**config.mk**
```make
export PLATFORM = sky130hd
export DESIGN_NAME = led_seq_timer
export DESIGN_NICKNAME = d
export VERILOG_FILES = /design/src/rtl/led_seq_pkg.sv /design/src/rtl/tick_prescaler.sv /design/src/rtl/led_seq_timer.sv
export SDC_FILE = /design/constraint.sdc
export NUM_CORES = 1
export LEC_CHECK = 0
export CAP_MARGIN = 20
export CORE_MARGIN = 1
export CORE_UTILIZATION = 58
export DETAILED_ROUTE_END_ITERATION = 7
export PLACE_DENSITY = 0.85
export SLEW_MARGIN = 25
export SYNTH_ARGS = -nofsm -noshare
export SYNTH_HDL_FRONTEND = slang
export SYNTH_SLANG_ARGS = --single-unit
```
**constraint.sdc**
```tcl
create_clock -name clk -period 4.1 [get_ports clk]
set_clock_uncertainty 0.05 [all_clocks]
set_input_delay 0.82 -clock clk [delete_from_list [all_inputs] [get_ports clk]]
set_output_delay 0.82 -clock clk [all_outputs]
set_load 0.05 [all_outputs]
```
**src/rtl/led_seq_pkg.sv**
```systemverilog
// Shared types and width helpers for the timed LED sequencer and its prescaler.
package led_seq_pkg;

  typedef enum logic [3:0] {
    S_IDLE = 4'b0001,
    S_ON   = 4'b0010,
    S_OFF  = 4'b0100,
    S_REST = 4'b1000
  } state_t;

  // Width of an index/counter that holds 0..n-1; never narrower than one bit.
  function automatic int cnt_width(input int n);
    return (n > 1) ? $clog2(n) : 1;
  endfunction

  function automatic int runs_width(input int runs_max);
    return $clog2(runs_max + 1);
  endfunction

  function automatic int dbg_width(input int timer_w, input int runs_max, input int num_ch);
    return timer_w + runs_width(runs_max) + num_ch + 4;
  endfunction

endpackage

```
**src/rtl/tick_prescaler.sv**
```systemverilog
// Free-running divide-by-DIV counter; tick is high for the one cycle where the count is zero.
module tick_prescaler
  import led_seq_pkg::*;
#(
  parameter  int DIV  = 65536,
  localparam int PC_W = cnt_width(DIV)
) (
  input  logic            clk,
  input  logic            rst,
  output logic            tick,
  output logic [PC_W-1:0] pcount
);

  // NOTE: sequential state is written with non-blocking assignments so every
  // register samples the pre-edge values of its neighbours.
  always_ff @(posedge clk) begin
    if (rst)                              pcount <= '0;
    else if (pcount == PC_W'(DIV - 1))    pcount <= '0;
    else                                  pcount <= pcount + PC_W'(1);
  end

  assign tick = (pcount == '0);

endmodule

```
**src/rtl/led_seq_timer.sv**
```systemverilog
// Timed ON/OFF/REST LED sequencer: walks a lit channel across NUM_CH outputs in bursts of RUNS_MAX runs.
module led_seq_timer
  import led_seq_pkg::*;
#(
  parameter  int NUM_CH       = 3,
  parameter  int PRESCALE_DIV = 65536,
  parameter  int TIMER_W      = 8,
  parameter  int ON_TICKS     = 100,
  parameter  int OFF_TICKS    = 250,
  parameter  int REST_TICKS   = 250,
  parameter  int RUNS_MAX     = 10,
  localparam int RUNS_W       = runs_width(RUNS_MAX),
  localparam int DBG_W        = dbg_width(TIMER_W, RUNS_MAX, NUM_CH)
) (
  input  logic              clk,
  input  logic              rst,
  input  logic              en_i,
  input  logic              walk_i,
  input  logic              oneshot_i,
  output logic [NUM_CH-1:0] led_o,
  output logic              tick_o,
  output logic              done_o,
  output logic              busy_o,
  output logic [DBG_W-1:0]  dbg_o
);

  localparam int CH_W = cnt_width(NUM_CH);
  localparam int PC_W = cnt_width(PRESCALE_DIV);

  localparam logic [TIMER_W-1:0] ON_T     = TIMER_W'(ON_TICKS);
  localparam logic [TIMER_W-1:0] OFF_T    = TIMER_W'(OFF_TICKS);
  localparam logic [TIMER_W-1:0] REST_T   = TIMER_W'(REST_TICKS);
  localparam logic [RUNS_W-1:0]  RUNS_TOP = RUNS_W'(RUNS_MAX);
  localparam logic [NUM_CH-1:0]  LED_ONE  = NUM_CH'(1);

  if (ON_TICKS >= (1 << TIMER_W) || OFF_TICKS >= (1 << TIMER_W) ||
      REST_TICKS >= (1 << TIMER_W)) begin : g_bad_ticks
    $error("led_seq_timer: *_TICKS must fit in TIMER_W bits");
  end
  if (NUM_CH < 1 || PRESCALE_DIV < 1 || ON_TICKS < 1 || OFF_TICKS < 1 ||
      REST_TICKS < 1 || RUNS_MAX < 1) begin : g_bad_params
    $error("led_seq_timer: all sizing parameters must be >= 1");
  end

  logic              tick;
  logic [PC_W-1:0]   pcount;
  logic              unused_pcount;

  state_t            state_q, state_d;
  logic [TIMER_W-1:0] timer_q, timer_d;
  logic [RUNS_W-1:0] runs_q, runs_d;
  logic [CH_W-1:0]   chan_q, chan_d, chan_walk;
  logic [NUM_CH-1:0] led_d;
  logic              done_d;
  logic              timer_zero;

  tick_prescaler #(.DIV(PRESCALE_DIV)) u_prescaler (
    .clk    (clk),
    .rst    (rst),
    .tick   (tick),
    .pcount (pcount)
  );

  assign unused_pcount = ^pcount;
  assign timer_zero    = (timer_q == '0);
  assign chan_walk     = !walk_i                       ? chan_q :
                         (chan_q == CH_W'(NUM_CH - 1)) ? '0     : chan_q + CH_W'(1);

  // NOTE: every signal driven here gets a default first, so no path leaves
  // it unassigned and no latch is inferred.
  always_comb begin
    state_d = state_q;
    timer_d = (!timer_zero && tick) ? timer_q - TIMER_W'(1) : timer_q;
    runs_d  = runs_q;
    chan_d  = chan_q;
    led_d   = led_o;
    done_d  = 1'b0;
    unique case (state_q)
      S_IDLE: if (en_i) begin
        state_d = S_ON;
        timer_d = ON_T;
        led_d   = LED_ONE << chan_q;
      end
      S_ON: if (timer_zero) begin
        state_d = S_OFF;
        timer_d = OFF_T;
        runs_d  = runs_q + RUNS_W'(1);
        led_d   = '0;
      end
      S_OFF: if (timer_zero) begin
        if (!en_i) begin
          state_d = S_IDLE;
          runs_d  = '0;
          chan_d  = '0;
        end else if (runs_q == RUNS_TOP) begin
          state_d = S_REST;
          timer_d = REST_T;
          done_d  = 1'b1;
        end else begin
          state_d = S_ON;
          timer_d = ON_T;
          chan_d  = chan_walk;
          led_d   = LED_ONE << chan_walk;
        end
      end
      S_REST: if (timer_zero) begin
        runs_d = '0;
        chan_d = '0;
        if (!en_i || oneshot_i) begin
          state_d = S_IDLE;
        end else begin
          state_d = S_ON;
          timer_d = ON_T;
          led_d   = LED_ONE;
        end
      end
      // Corrupted encodings recover through IDLE with the LEDs dark.
      default: begin
        state_d = S_IDLE;
        led_d   = '0;
      end
    endcase
  end

  always_ff @(posedge clk) begin
    if (rst) begin
      state_q <= S_IDLE;
      timer_q <= '0;
      runs_q  <= '0;
      chan_q  <= '0;
      led_o   <= '0;
      done_o  <= 1'b0;
    end else begin
      state_q <= state_d;
      timer_q <= timer_d;
      runs_q  <= runs_d;
      chan_q  <= chan_d;
      led_o   <= led_d;
      done_o  <= done_d;
    end
  end

  assign tick_o = tick;
  assign busy_o = (state_q != S_IDLE);
  assign dbg_o  = {timer_q, runs_q, led_o, state_q};

endmodule

```
# --- Word level (Yosys, flattened, before mapping) ---
# Index checks and enable logic that the tools add are counted.
op_classes:
  add_sub_neg: 4
  eq_ne: 17
  shifts: 2
  n_mux: 38
  n_bitwise: 3
  n_reduce_logical: 14
ops:
  columns: ["op", "count"]
  rows:
  - ["2-to-1 mux 8 bit", 8]
  - ["2-to-1 mux 4 bit", 10]
  - ["case mux 8 bit (4 select lines)", 1]
  - ["2-to-1 mux 3 bit", 7]
  - ["adder 16 x 1 -> 16 bit (second input constant)", 1]
  - ["equality test 16 bit (second input constant)", 1]
  - ["zero test 16 bit", 1]
  - ["!= test 2 bit (second input constant)", 8]
  - ["case mux 4 bit (4 select lines)", 1]
  - ["2-to-1 mux 2 bit", 7]
  - ["case mux 3 bit (4 select lines)", 1]
  - ["case mux 4 bit (3 select lines)", 1]
  - ["equality test 4 bit (second input constant)", 2]
  - ["zero test 8 bit", 1]
  - ["AND reduction 4 bit", 2]
  - ["subtractor 8 x 1 -> 8 bit (second input constant)", 1]
  - ["AND reduction 7 bit", 1]
  - ["<< shifter 1 x 2 -> 3 bit (first input constant)", 2]
  - ["AND reduction 5 bit", 1]
  - ["adder 4 x 1 -> 4 bit (second input constant)", 1]
  - ["equality test 4 x 1 -> 1 bit (second input constant)", 1]
  - ["equality test 4 x 2 -> 1 bit (second input constant)", 1]
  - ["equality test 4 x 3 -> 1 bit (second input constant)", 1]
  - ["!= test 4 x 1 -> 1 bit (second input constant)", 1]
  - ["13 further kinds", 16]
totals:
  regBits: 38
  in_bits: 5
  out_inout_bits: 25
  word_cells: 85

# --- Depth between registers and ports, before layout ---
logic_depth:
  depth_word: 8
  mapped_depth: 9
  depth_no_buf: 7

# --- Modules after synthesis ---
# From an unflattened synthesis, not the netlist that was laid out.
unflattened:
  cells_unflattened: 257
  area_unflattened_um2: 2174.6
modules_own_cells:
  columns: ["module", "instances", "cells_each", "area_per_inst_um2", "seq_area_each_um2"]
  rows:
  - ["led_seq_timer", 1, 169, 1378.8, 440.4]
  - ["tick_prescaler", 1, 88, 795.8, 320.3]

# --- Least setup slack after synthesis ---
# No wires, ideal clock.
synth_path:
  path_kind: "register to register"
  start: "reg timer_q[0]"
  end: "reg state_q[0]"
  setup_ps: 114
  arrival_ps: 2387
  required_ps: 3936
  slack_ps: 1549
  stages_incl_launch_ff: 8
  path_buffers: 0
  period_less_slack_ps: 2551
  cell_sequence: "dfxtp_1 > inv_1 > ha_1 > or3b_2 > or4_1 > a22o_1 > or3_4 > a21o_1"
synth_via:
  elab_chain_cells: 3
  word_cells_on_any_way: 5
  classes_between: "eq/ne (3); reduce/logical (2)"
synth_rtl:
  columns: ["element", "line_no", "rtl"]
  rows:
  - ["start: declaration", "led_seq_timer.sv:50", "logic [TIMER_W-1:0] timer_q, timer_d;"]
  - ["start signal: assignment", "led_seq_timer.sv:135", "timer_q <= timer_d;"]
  - ["zero test 8 bit *", "led_seq_timer.sv:65", "assign timer_zero = (timer_q == '0);"]
  - ["!= test 2 bit (no source line)", null, null]
  - ["AND reduction 4 bit (no source line) *", null, null]
  - ["end signal: assignment", "led_seq_timer.sv:134", "state_q <= state_d;"]
  - ["end: declaration", "led_seq_timer.sv:49", "state_t state_q, state_d;"]
# Mark *: on every way between the ends. The rest lies on a longest branch, timed or not.
# A chain may end at the register's enable or synchronous reset.

# --- Worst setup path after layout ---
layout_path:
  start: "reg u_prescaler.pcount[0]"
  end: "out tick_o"
layout_via:
  elab_chain_cells: 1
layout_rtl:
  columns: ["element", "line_no", "rtl"]
  rows:
  - ["start: declaration", "tick_prescaler.sv:11", "output logic [PC_W-1:0] pcount"]
  - ["start signal: assignment", "tick_prescaler.sv:19", "else pcount <= pcount + PC_W'(1);"]
  - ["zero test 16 bit", "tick_prescaler.sv:22", "assign tick = (pcount == '0);"]
  - ["end: declaration", "led_seq_timer.sv:21", "output logic tick_o,"]
# Every way passes these cells.

==> out/results.txt <==
Synthesis produced a netlist with a net count of 262. The tools report the headroom to the max-slew limit as 36.3%. Final critical-path share of the clock period: 80.0%. TritonCTS built the clock tree. The final count of hold timing violations is 0, and the buffer levels on the longest clock path is 2. For the largest net degree at the start of global routing, the log shows 20.

The largest fanout on the critical path came out at 9. After layout, the design draws a total of 0.00159 W. Weighted congestion at the end of routability-driven global placement: 0.922. The final net count was 283; the count of buffering cells on the critical path with inverters included was 2. Across every metal layer, demand over resource in global routing totals 23.4%.

In the routed layout, each cell is associated on average with a via count of 5.75. The required time of the worst setup path was 3.23 ns; the cell area after technology mapping was 2070 um2. Setup repair after global routing left no endpoint under its margin. By count the netlist is led by 38 x sky130_fd_sc_hd__dfxtp_1, 28 x sky130_fd_sc_hd__nor2_1, 20 x sky130_fd_sc_hd__a21oi_1.

The tools report the via count of the first global-routing pass as 1518. For the final routed database, the setup TNS stands at 0 ns. The height of the die came out at 61.7 um. The slowest stage of the critical path is the sky130_fd_sc_hd__clkdlybuf4s50_1 cell. For the number of pins with negative max-slew slack in the final report, the log shows 0. The portion of synthesized cell area occupied by the leading cell type came out at 36.8%. The part of the Yosys area used for sequential elements is 36.8%, and the measured slew at the worst slew-check pin is 0.942 ns. The signal on the critical path passes through inv_1 -> ha_1 -> nor4b_1 -> and4_1 -> clkdlybuf4s50_1. The worst setup path is of the register to primary output kind.

Excluding fillers, the count of instances in the completed layout stands at 319. The path class of the tightest hold or removal check is register to register. The unique cell type count in the Yosys netlist is 41, and the DRC violation count after routing is 0.

Once the floorplan was initialized, standard cells occupied 61.4% of the core. After the first detailed-routing iteration, the DRC count stood at 145. The detailed router placed 1834 vias in this run. Number of search-and-repair iterations in the first detailed-routing pass: 4. The worst register-to-register path begins at timer_q[0]. Once detail routing completed, the nets flagged for antenna violations numbered 0. Setup violations remaining at the end of the flow were counted as 0.

The power per cell area is 661 nW/um2, and the clock period minus worst slack is 3.28 ns. In the final layout, the multi-input gates occupy 1150 um2. Number of antenna cells inserted: 0. The logs give 286 uV for the worst IR drop on VDD and 0.36 ns for the clock latency on the worst-skew pair. In this run, post-CTS hold repair placed 0 buffers. The initial antenna violation count was 0; the I/O pin total was 30.

The synthesized design contains 0 enable-type register cells. Yosys attributes the largest share of cell area to sky130_fd_sc_hd__dfxtp_1 37%, sky130_fd_sc_hd__nor2_1 5.1%, sky130_fd_sc_hd__xor2_1 5.1%. Buffers placed on the I/O ports in this run total 29.

Hold is met by 0.427 ns. For this run, the top clock speed supported by timing is 305 MHz. Once detailed placement completed, the half-perimeter wirelength came to 2990 um.

Data on the critical path arrives at its endpoint at 2.41 ns. The flip-flop and latch area was 761 um2; the number of instances resized during post-cts repair was 0. The first-pass GRT wire length is 6600 um, and the share of synthesized flip-flops with an asynchronous set or reset is 0%. The run gives 0 as the total grt overflow. The startpoint identified for the worst hold timing path is led_o[1].

Once placement completed, the tool counted placed cells totaling 311. The count of mapped cells out of synthesis is 251, and the total CTS buffers is 5. The flip-flop cell with the highest count after synthesis was sky130_fd_sc_hd__dfxtp_1. The cell sitting at the root of the clock tree is a sky130_fd_sc_hd__clkbuf_4.

STA classifies the critical path endpoint as a primary output. Counting every sink on the clock net gives 38. In this run the post-CTS setup repair buffer count came out at 0. Counting the fill cells in the layout gives 292.

The average wire per standard cell was 13.3 um. The flow ran to the end, and the final reports show no timing, DRC or antenna violations. Counting flops and latches in the post-synthesis netlist gives 38. The run gives 21 as the number of cell rows.

Summed over all cells, the static leakage comes to 0.854 nW. The core region is 3360 um2. For this block, the routed nets add up to 4240 um of wire. The count of warnings emitted by yosys was 0; the synthesis-to-finish area growth was 16.2%. Die outline width: 61.7 um. STA classifies the critical path startpoint as a register.

The most numerous cell in the Yosys netlist is sky130_fd_sc_hd__dfxtp_1. After synthesis, the mean cell area works out to 8.23 um2. The delay of the slowest cell on the worst path was 0.86 ns; the number of maximum-capacitance violations was 0. Among cell families on the critical path, the largest total delay comes from buffers and inverters. The fraction of layout cells with a size suffix above 1 is 6.59%, and the floorplan die area is 3800 um2. Clock-pin slew was measured on the worst setup and hold paths at 0.11 ns.

The biggest area contributor in the post-synthesis netlist is sky130_fd_sc_hd__dfxtp_1. The tools report the beginning of the critical path as u_prescaler.pcount[0]. The CTS H-tree depth came out at 2.
## through the flow
stage	utilization [%]	setup slack (ns)	area (um2)
after floorplan	-	1.55	2070
after global placement	68.8	1.24	2310
after detailed placement	68.8	1.20	2310
after CTS	71.2	0.821	2390
after global routing	71.4	0.640	2400
final	71.4	0.819	2400
## routing by layer
| metal | global-route usage [%] | part of all wire, % |
|---|---|---|
| met1 | 30.4 | 47 |
| met2 | 38.1 | 47 |
| met4 | 8.25 | 1.5 |
| met5 | 0 | 0 |
| met3 | 5.04 | 4.8 |
## worst min-delay path, stage by stage (launching register included)
cell	delay [ns]
sky130_fd_sc_hd__dfxtp_1	0.34
sky130_fd_sc_hd__nand2_1	0.05
sky130_fd_sc_hd__a21oi_1	0.05
## layout make-up
type / instances / area share [%]
Timing Repair Buffer: 30 / 12.4
Clock buffer: 5 / 1.56
Clock inverter: 3 / 1.88
Inverter: 13 / 2.03
Tap cell: 46 / 2.40
Sequential cell: 38 / 31.7
Multi-Input combinational cell: 184 / 48.0
## layout by cell type, fill, tap and decap left out, drive strengths merged, types with 2 or more instances in the layout
master | netlist | layout
and3 | 6 | 6
clkinvlp | 0 | 2
clkbuf | 7 | 5
a21o | 2 | 2
a21oi | 20 | 20
nor4b | 4 | 4
mux2i | 2 | 2
nor2b | 4 | 4
or4 | 4 | 4
o211ai | 3 | 3
ha | 6 | 6
xor2 | 12 | 12
xnor2 | 10 | 10
or3 | 3 | 3
nor4 | 8 | 8
inv | 13 | 13
nor2 | 28 | 28
nor3 | 10 | 10
or4b | 3 | 3
nand4 | 6 | 6
nand2 | 12 | 12
nand3 | 13 | 13
dfxtp | 38 | 38
or2 | 2 | 2
a221oi | 2 | 2
clkdlybuf4s50 | 0 | 29
o21ai | 13 | 13
## path summary, 6_finish.rpt
check               end  slack, ns  depth (start not counted)
min reg2reg    led_o[1]       0.43                          2
max              tick_o       0.82                          5
max reg2reg  state_q[0]       1.66                          7
min            led_o[1]       0.43                          2
## cell families (layout without fill, tap and decap cells)
group	after synthesis	after routing	synth area share [%]
adders and majority gates	6	6	3.63
buffers and inverters	29	51	7.63
muxes	2	2	0.969
xor gates and xnor gates	22	22	9.33
and+or+nand+nor	109	109	28.9
AOI/OAI and AO/OA	45	45	12.7
DFF	38	38	36.8
## flip-flops by register name, summed over array words and instances, names as in the netlist
name,flops
timer_q,8
done_o,1
u_prescaler.pcount,16
state_q,4
led_o,3
runs_q,4
chan_q,2
## report_power, final
part	leakage (nW)	internal (W)	switching, W	total (W)
clock network	0.0374	0.000128	0.000129	0.000257
registers	0.309	0.000425	0.0000926	0.000518
logic	0.508	0.000305	0.000507	0.000812
Note: power is estimated with default switching activity, not from simulation.
